[src/rtl/updown_counter_pkg.sv]
// Shared constants and encodings for the parametrised up/down counter.
// Optional build macro used by the counter: UPDN_CNT_PRESCALE_EN.
package updown_counter_pkg;

    localparam int UPDN_DEFAULT_WIDTH = 8;

    typedef enum logic {
        DOWN = 1'b0,
        UP   = 1'b1
    } step_dir_e;

    typedef enum logic {
        WRAP = 1'b0,
        SAT  = 1'b1
    } cnt_mode_e;

endpackage : updown_counter_pkg

[src/rtl/cnt_prescaler.sv]
// Enable divider: emits a one-cycle step_tick_o on every PRESCALE-th en_i cycle.
// The divider restarts from zero on clear_i or load_i and holds while en_i is low.
module cnt_prescaler #(
    parameter int PRESCALE = 4
) (
    input  logic clk_i,
    input  logic clear_i,
    input  logic load_i,
    input  logic en_i,
    output logic step_tick_o
);

    localparam int DIV_W = $clog2(PRESCALE);
    localparam logic [DIV_W-1:0] DIV_LAST = DIV_W'(PRESCALE - 1);
    localparam logic [DIV_W-1:0] DIV_ONE  = DIV_W'(1);

    logic [DIV_W-1:0] div_q;
    logic [DIV_W-1:0] div_d;

    // Divider next state and tick generation.
    always_comb begin
        div_d       = div_q;
        step_tick_o = 1'b0;
        if (clear_i || load_i) begin
            div_d = '0;
        end else if (en_i) begin
            if (div_q == DIV_LAST) begin
                div_d       = '0;
                step_tick_o = 1'b1;
            end else begin
                div_d = div_q + DIV_ONE;
            end
        end else begin
            div_d = div_q;
        end
    end

    // Divider state register.
    always_ff @(posedge clk_i) begin
        if (clear_i) begin
            div_q <= '0;
        end else begin
            div_q <= div_d;
        end
    end

endmodule : cnt_prescaler

[src/rtl/updown_counter_param.sv]
// Parametrised up/down counter with programmable limit, wrap/saturate, load, tc and sticky ovf.
// Define UPDN_CNT_PRESCALE_EN to divide the count enable by PRESCALE.
module updown_counter_param
    import updown_counter_pkg::*;
#(
    parameter int WIDTH     = UPDN_DEFAULT_WIDTH,
    parameter int RESET_VAL = 0,
    parameter int PRESCALE  = 4
) (
    input  logic             clk,
    input  logic             clear,
    input  logic             en,
    input  logic             dir_up,
    input  logic             sat_mode,
    input  logic             load,
    input  logic [WIDTH-1:0] load_val,
    input  logic [WIDTH-1:0] limit,
    input  logic             clr_ovf,
    output logic [WIDTH-1:0] count,
    output logic             tc,
    output logic             ovf
);

    localparam logic [WIDTH-1:0] CNT_RESET = WIDTH'(RESET_VAL);
    localparam logic [WIDTH-1:0] CNT_ZERO  = {WIDTH{1'b0}};
    localparam logic [WIDTH-1:0] CNT_ONE   = WIDTH'(1);

    if (WIDTH < 2 || PRESCALE < 2 || RESET_VAL < 0 ||
        (WIDTH < 31 && RESET_VAL > ((2 ** WIDTH) - 1))) begin : g_bad_params
        $error("updown_counter_param: illegal WIDTH/RESET_VAL/PRESCALE");
    end

    logic [WIDTH-1:0] count_q;
    logic [WIDTH-1:0] count_d;
    logic             tc_q;
    logic             tc_d;
    logic             ovf_q;
    logic             ovf_d;
    logic             step_s;
    step_dir_e        dir_s;
    cnt_mode_e        mode_s;

    assign dir_s  = step_dir_e'(dir_up);
    assign mode_s = cnt_mode_e'(sat_mode);

`ifdef UPDN_CNT_PRESCALE_EN
    cnt_prescaler #(
        .PRESCALE (PRESCALE)
    ) u_prescaler (
        .clk_i       (clk),
        .clear_i     (clear),
        .load_i      (load),
        .en_i        (en),
        .step_tick_o (step_s)
    );
`else
    assign step_s = en;
`endif

    // Count/tc next state; load beats step, boundary steps raise tc.
    always_comb begin
        count_d = count_q;
        tc_d    = 1'b0;
        if (load) begin
            count_d = (load_val > limit) ? limit : load_val;
        end else if (step_s) begin
            case (dir_s)
                UP: begin
                    // >= covers a limit lowered below the current count
                    if (count_q < limit) begin
                        count_d = count_q + CNT_ONE;
                    end else begin
                        count_d = (mode_s == SAT) ? limit : CNT_ZERO;
                        tc_d    = 1'b1;
                    end
                end
                DOWN: begin
                    if (count_q != CNT_ZERO) begin
                        count_d = count_q - CNT_ONE;
                    end else begin
                        count_d = (mode_s == SAT) ? CNT_ZERO : limit;
                        tc_d    = 1'b1;
                    end
                end
                default: begin
                    count_d = count_q;
                    tc_d    = 1'b0;
                end
            endcase
        end else begin
            count_d = count_q;
        end
    end

    // Sticky overflow: a new tc event wins over a simultaneous clr_ovf.
    always_comb begin
        ovf_d = ovf_q;
        if (tc_d) begin
            ovf_d = 1'b1;
        end else if (clr_ovf) begin
            ovf_d = 1'b0;
        end else begin
            ovf_d = ovf_q;
        end
    end

    // Output registers with synchronous clear.
    always_ff @(posedge clk) begin
        if (clear) begin
            count_q <= CNT_RESET;
            tc_q    <= 1'b0;
            ovf_q   <= 1'b0;
        end else begin
            count_q <= count_d;
            tc_q    <= tc_d;
            ovf_q   <= ovf_d;
        end
    end

    assign count = count_q;
    assign tc    = tc_q;
    assign ovf   = ovf_q;

endmodule : updown_counter_param

[config.mk]
export PLATFORM = sky130hd
export DESIGN_NAME = updown_counter_param
export DESIGN_NICKNAME = d
export VERILOG_FILES = /design/src/rtl/updown_counter_pkg.sv /design/src/rtl/cnt_prescaler.sv /design/src/rtl/updown_counter_param.sv
export SDC_FILE = /design/constraint.sdc
export NUM_CORES = 1
export LEC_CHECK = 0
export BUFFER_PORTS_ARGS = -buffer_cell sky130_fd_sc_hd__buf_2
export CORE_MARGIN = 2
export CORE_UTILIZATION = 55
export CTS_CLUSTER_SIZE = 25
export DETAILED_ROUTE_END_ITERATION = 16
export HOLD_SLACK_MARGIN = 0.12
export PLACE_DENSITY = 0.81
export SYNTH_ARGS = -nofsm -noshare
export SYNTH_HDL_FRONTEND = slang
export SYNTH_SLANG_ARGS = --single-unit
export TNS_END_PERCENT = 30
[constraint.sdc]
create_clock -name clk -period 4.88 [get_ports clk]
set_clock_uncertainty 0.05 [all_clocks]
set_input_delay 0.488 -clock clk [delete_from_list [all_inputs] [get_ports clk]]
set_output_delay 0.488 -clock clk [all_outputs]
set_load 0.005 [all_outputs]
Yosys cells after proc, flatten, opt, wreduce, memory -nomap -nowiden:

Index checks and enable logic that the tools add are counted.

* bits in registers: 10
* input port bits: 23
* output and inout bits: 10

* bitwise logic cells: 1
* reductions and logical operators: 3
* order comparisons: 2
* add/subtract/negate cells: 2
* mux-type cells: 15

Operators by type and width (count)
* $mux 8: 7
* $pmux 8 s2: 1
* $add 8x1->8 const B: 1
* $gt 8x8->1: 1
* $lt 8x8->1: 1
* $reduce_bool 8->1: 1
* $sub 8x1->8 const B: 1
* $mux 1: 6
* $reduce_bool 2->1: 2
* $pmux 1 s2: 1
* $not 1->1: 1

Depth between registers and ports, before layout:

* depth after elaboration: 6
* mapped depth: 10
* gate-level depth less buffers: 8

Worst setup path before layout:

Ideal clock, no wire load.

* path type: input-to-reg
* start point: in limit[5]
* end point: reg count_q[1] (netlist: count[1])
* required time: 4.727 ns
* arrival: 2.127 ns
* buffers on the path: 1
* stages: 8
* path slack: 2.600 ns
* path through: inv_1 ha_1 nand4_1 o31ai_1 clkbuf_1 and4_1 nor3_1 a2111oi_2

* cells in the longest elaborated chain, start to end: 5

RTL lines
* from (decl): line updown_counter_param.sv:17 `input logic [WIDTH-1:0] limit,`
* $lt 8x8->1: line updown_counter_param.sv:70 `if (count_q < limit) begin`
* $mux 8: line updown_counter_param.sv:70
* $pmux 8 s2: line updown_counter_param.sv:67 `case (dir_s)`
* $mux 8: line updown_counter_param.sv:66 `end else if (step_s) begin`
* $mux 8 *: line updown_counter_param.sv:64 `if (load) begin`
* to (signal assigned): line updown_counter_param.sv:114 `count_q <= count_d;`
* to (decl): line updown_counter_param.sv:33 `logic [WIDTH-1:0] count_q;`

Mark *: on every way between the ends. The rest lies on a longest branch, timed or not. The select of a mux whose other input is x is not followed.
A chain may end at the register's enable or synchronous reset.

Worst setup path after layout:

* start point: reg count_q[5] (netlist: count[5])
* end point: reg count_q[5] (netlist: count[5])

* cells in the longest elaborated chain, start to end: 5

RTL lines
* $sub 8x1->8 (tied with other cells): line updown_counter_param.sv:79 `count_d = count_q - CNT_ONE;`
* $mux 8 (on tied branches): line updown_counter_param.sv:78, updown_counter_param.sv:70
* $pmux 8 s2 *: line updown_counter_param.sv:67
* $mux 8 *: line updown_counter_param.sv:66
* $mux 8 *: line updown_counter_param.sv:64

Marked as above.

==> flow_summary.ini <==
[logic_synthesis]
synth_fp_nets = 235
synth.distinct_cells = 46
yosys.area.top_type = sky130_fd_sc_hd__ha_1
yosysSeqAreaShare = 0.137
synthesis.area_sq_um = 1460
syn-mean-instance-area_sq_um = 7.55
postSynthCellCount = 194
yosys-top-cells-area = sky130_fd_sc_hd__ha_1 (15%), sky130_fd_sc_hd__dfxtp_1 (14%), sky130_fd_sc_hd__mux2i_1 (6.2%)
synth_top_area_share = 0.154
yosysWarnings = 0
ys_seq_elements = 10
synth_flop_cell = sky130_fd_sc_hd__dfxtp_1
asyncSetResetFlopFracSynth = 0
synth_edf_count = 0

[clock_tree]
clock_pin_slew_reported_for_the_worst_setup_and_hold_paths_after_clock_tree_synthesis_ps = 70
post_cts.resized_instances = 0
skew_pair_late_insertion_delay_ps = 280
cts_root_buf = sky130_fd_sc_hd__clkbuf_4
total_cts_buffers = 3
ctsHoldBuffers = 0
post_cts_setup_bufs = 0
cts_tree = yes
clk_path_buf_depth = 2
number_of_levels_the_h_tree_was_split_into = 1
clock_sinks = 10

[sta]
finalHoldViolCount = 0
setup_ws_ps = 2370
finalSetupViolations = 0
fin_worst_hold_slack_ps = 420
slew_viol_final = 0
final_period_minus_worst_setup_slack_ps = 2510
setup-tns-final_ps = 0
slew_headroom = 0.664
fin_crit_sh = 0.515
setup_repair_after_global_routing_missed_its_margin = false
tightestPinTransition_ps = 503
timing.fmax_mhz = 398

[placement]
placement.io_buffers = 32
placedInstanceArea_sq_um = 1600
dpl_worst_slack_ps = 2310
gp_congestion = 0.973
detailed_place_hpwl_mm = 3.11
dp.cells = 244

[detailed_routing]
detailedRoute.firstPassIterationCount = 4
avgViaCountPerCell = 6.44
antenna_violating_nets_post_route = 0
route.vias.total = 1590
wl_per_cell_um = 16.3
drt_iter0_drc = 73
drcViolationCount = 0
totalWireLength_mm = 4.02

[critical_path]
r2r_setup_slack_ps = 2370
worst_setup_path_start_kind = flip-flop
r2r_end = count[5]
cell_chain_critical_path = ha_1 -> a211o_1 -> a21oi_1 -> o31ai_1 -> buf_4 -> mux2_2 -> a211oi_1 -> a311o_1
worstSetupEndpoint = count[5]
critical_path.slowest_cell = sky130_fd_sc_hd__dfxtp_1
critPathKind = reg2reg
critical_path.endpoint_type = flip-flop
critical_path.max_stage_delay_ps = 640
cp_data_arrival_time_ps = 2680
critical_path_buf_inv_count = 1
worst_ep_required_time_ps = 5050
cp-startpoint = count[5]
worst_r2r_startpoint = count[5]
critPathTopFamily = compound AO/OA/AOI/OAI gates
rr_worst_depth = 8
worstSetupPathDepth = 8
worst-path-max-fanout = 13

[global_route]
antenna_found_initial = 0
first_pass_grt_wire_length_mm = 6.81
track_usage = 0.272
global_route_track_usage_on_met3 = 0.0488
via_count_of_the_first_global_routing_pass = 1526
maximum_number_of_pins_on_one_net_before_global_route_repair = 19
globalRoute.totalOverflow = 0
grt_util_met1 = 0.352
grt.met2_usage = 0.423
grt_most_used_layer = met2

[power]
ir_worst_vdd_v = 0.000118
powerDensity_nw_per_um2 = 217
power.leakage_uw = 0.000767

[floorplanning]
design.die.area_sq_um = 3090
placement_rows = 18
die-height_um = 55.6
pin_count = 33
coreArea_sq_um = 2500
floorplan.initialDensity = 0.586
die-width_um = 55.6

[cells_and_area]
n_fill_cell = 209
finish.net_count = 260
layout-area-overhead-vs-synth_pct = 10.7
final_common_cell = sky130_fd_sc_hd__buf_2
layout.cells.non_filler = 247
num_antenna_cells = 0
commonest_non_fill_non_tap_cells_in_the_layout = sky130_fd_sc_hd__buf_2 (32), sky130_fd_sc_hd__ha_1 (18), sky130_fd_sc_hd__nand2_1 (15), sky130_fd_sc_hd__inv_1 (14), sky130_fd_sc_hd__a21oi_1 (14)
proportion_of_layout_cells_with_a_drive_suffix_above_1 = 0.198
finished_cell_area_sq_um = 1620

[status]
run_status = complete, no violations

[worst_hold_path]
timing.hold.worst.class = in2reg

[job]
max_cap_viol_count = 0
==> cells by family after synthesis <==
family | count (synthesis) | share of synthesized area
simple gates | 65 | 0.234
buf+inv | 27 | 0.0846
xor+xnor | 9 | 0.0538
mux | 10 | 0.0692
fa+ha+maj | 18 | 0.154
compound gates | 55 | 0.268
flops | 10 | 0.137
==> worst min path at each step <==
| stage | from | to | slack (ps) | cells past startpoint |
|---|---|---|---|---|
| after CTS | clr_ovf | ovf | 410 | 3 |
| after detailed placement | ovf | ovf | 420 | 2 |
| final | clr_ovf | ovf | 420 | 3 |
| after floorplan | ovf | ovf | 420 | 2 |
| after global routing | clr_ovf | ovf | 430 | 3 |
| after global placement | ovf | ovf | 410 | 2 |
==> per-layer routing <==
metal / up-vias / share of wire
met2: 93 / 0.46
li1: 774 / -
met1: 712 / 0.41
met4: 0 / 0.022
met3: 11 / 0.10
met5: - / 0
==> area by class of cell <==
class	instances	area [sq um]	share of cell area
Multi-Input combinational cell	157	1140	0.703
Sequential cell	10	200	0.124
Timing Repair Buffer	33	168	0.103
Inverter	14	52.6	0.0324
Tap cell	30	37.5	0.0232
Clock buffer	3	22.5	0.0139
==> power by group <==
part	leakage, uW	switching [uW]	internal, uW
clock	0.0000138	32.1	28.6
combinational	0.000670	96.0	81.3
sequential	0.0000828	23.3	89.8
==> sequential cells by signal, summed over array words and instances (netlist names) <==
register	flops
count	8
ovf	1
tc	1
==> cells in the mapped netlist (3+ instances only) <==
cell / count
sky130_fd_sc_hd__xor2_1: 6
sky130_fd_sc_hd__nand4_1: 4
sky130_fd_sc_hd__dfxtp_1: 10
sky130_fd_sc_hd__nor3_1: 8
sky130_fd_sc_hd__o211ai_1: 4
sky130_fd_sc_hd__a211oi_1: 6
sky130_fd_sc_hd__nor2_1: 11
sky130_fd_sc_hd__mux2i_1: 9
sky130_fd_sc_hd__xnor2_1: 3
sky130_fd_sc_hd__clkbuf_1: 7
sky130_fd_sc_hd__nand2_1: 15
sky130_fd_sc_hd__o21ai_0: 6
sky130_fd_sc_hd__inv_1: 14
sky130_fd_sc_hd__nand3_1: 8
sky130_fd_sc_hd__a211o_1: 3
sky130_fd_sc_hd__a31oi_1: 5
sky130_fd_sc_hd__buf_2: 3
sky130_fd_sc_hd__a21oi_1: 14
sky130_fd_sc_hd__nand2b_1: 4
sky130_fd_sc_hd__ha_1: 18
sky130_fd_sc_hd__o21a_1: 3
==> worst min-delay path, cell delays in order <==
cell and delay (ps):
sky130_fd_sc_hd__buf_2 70, sky130_fd_sc_hd__nand2b_1 80, sky130_fd_sc_hd__a21oi_1 60
==> stage by stage <==
stage	power, uW	utilization
detailed placement	288	0.639
finish	351	0.648
CTS	348	0.648
global placement	282	0.639
floorplan	241	-
global route	376	0.648
No activity file was read; power rests on OpenSTA's default activity.
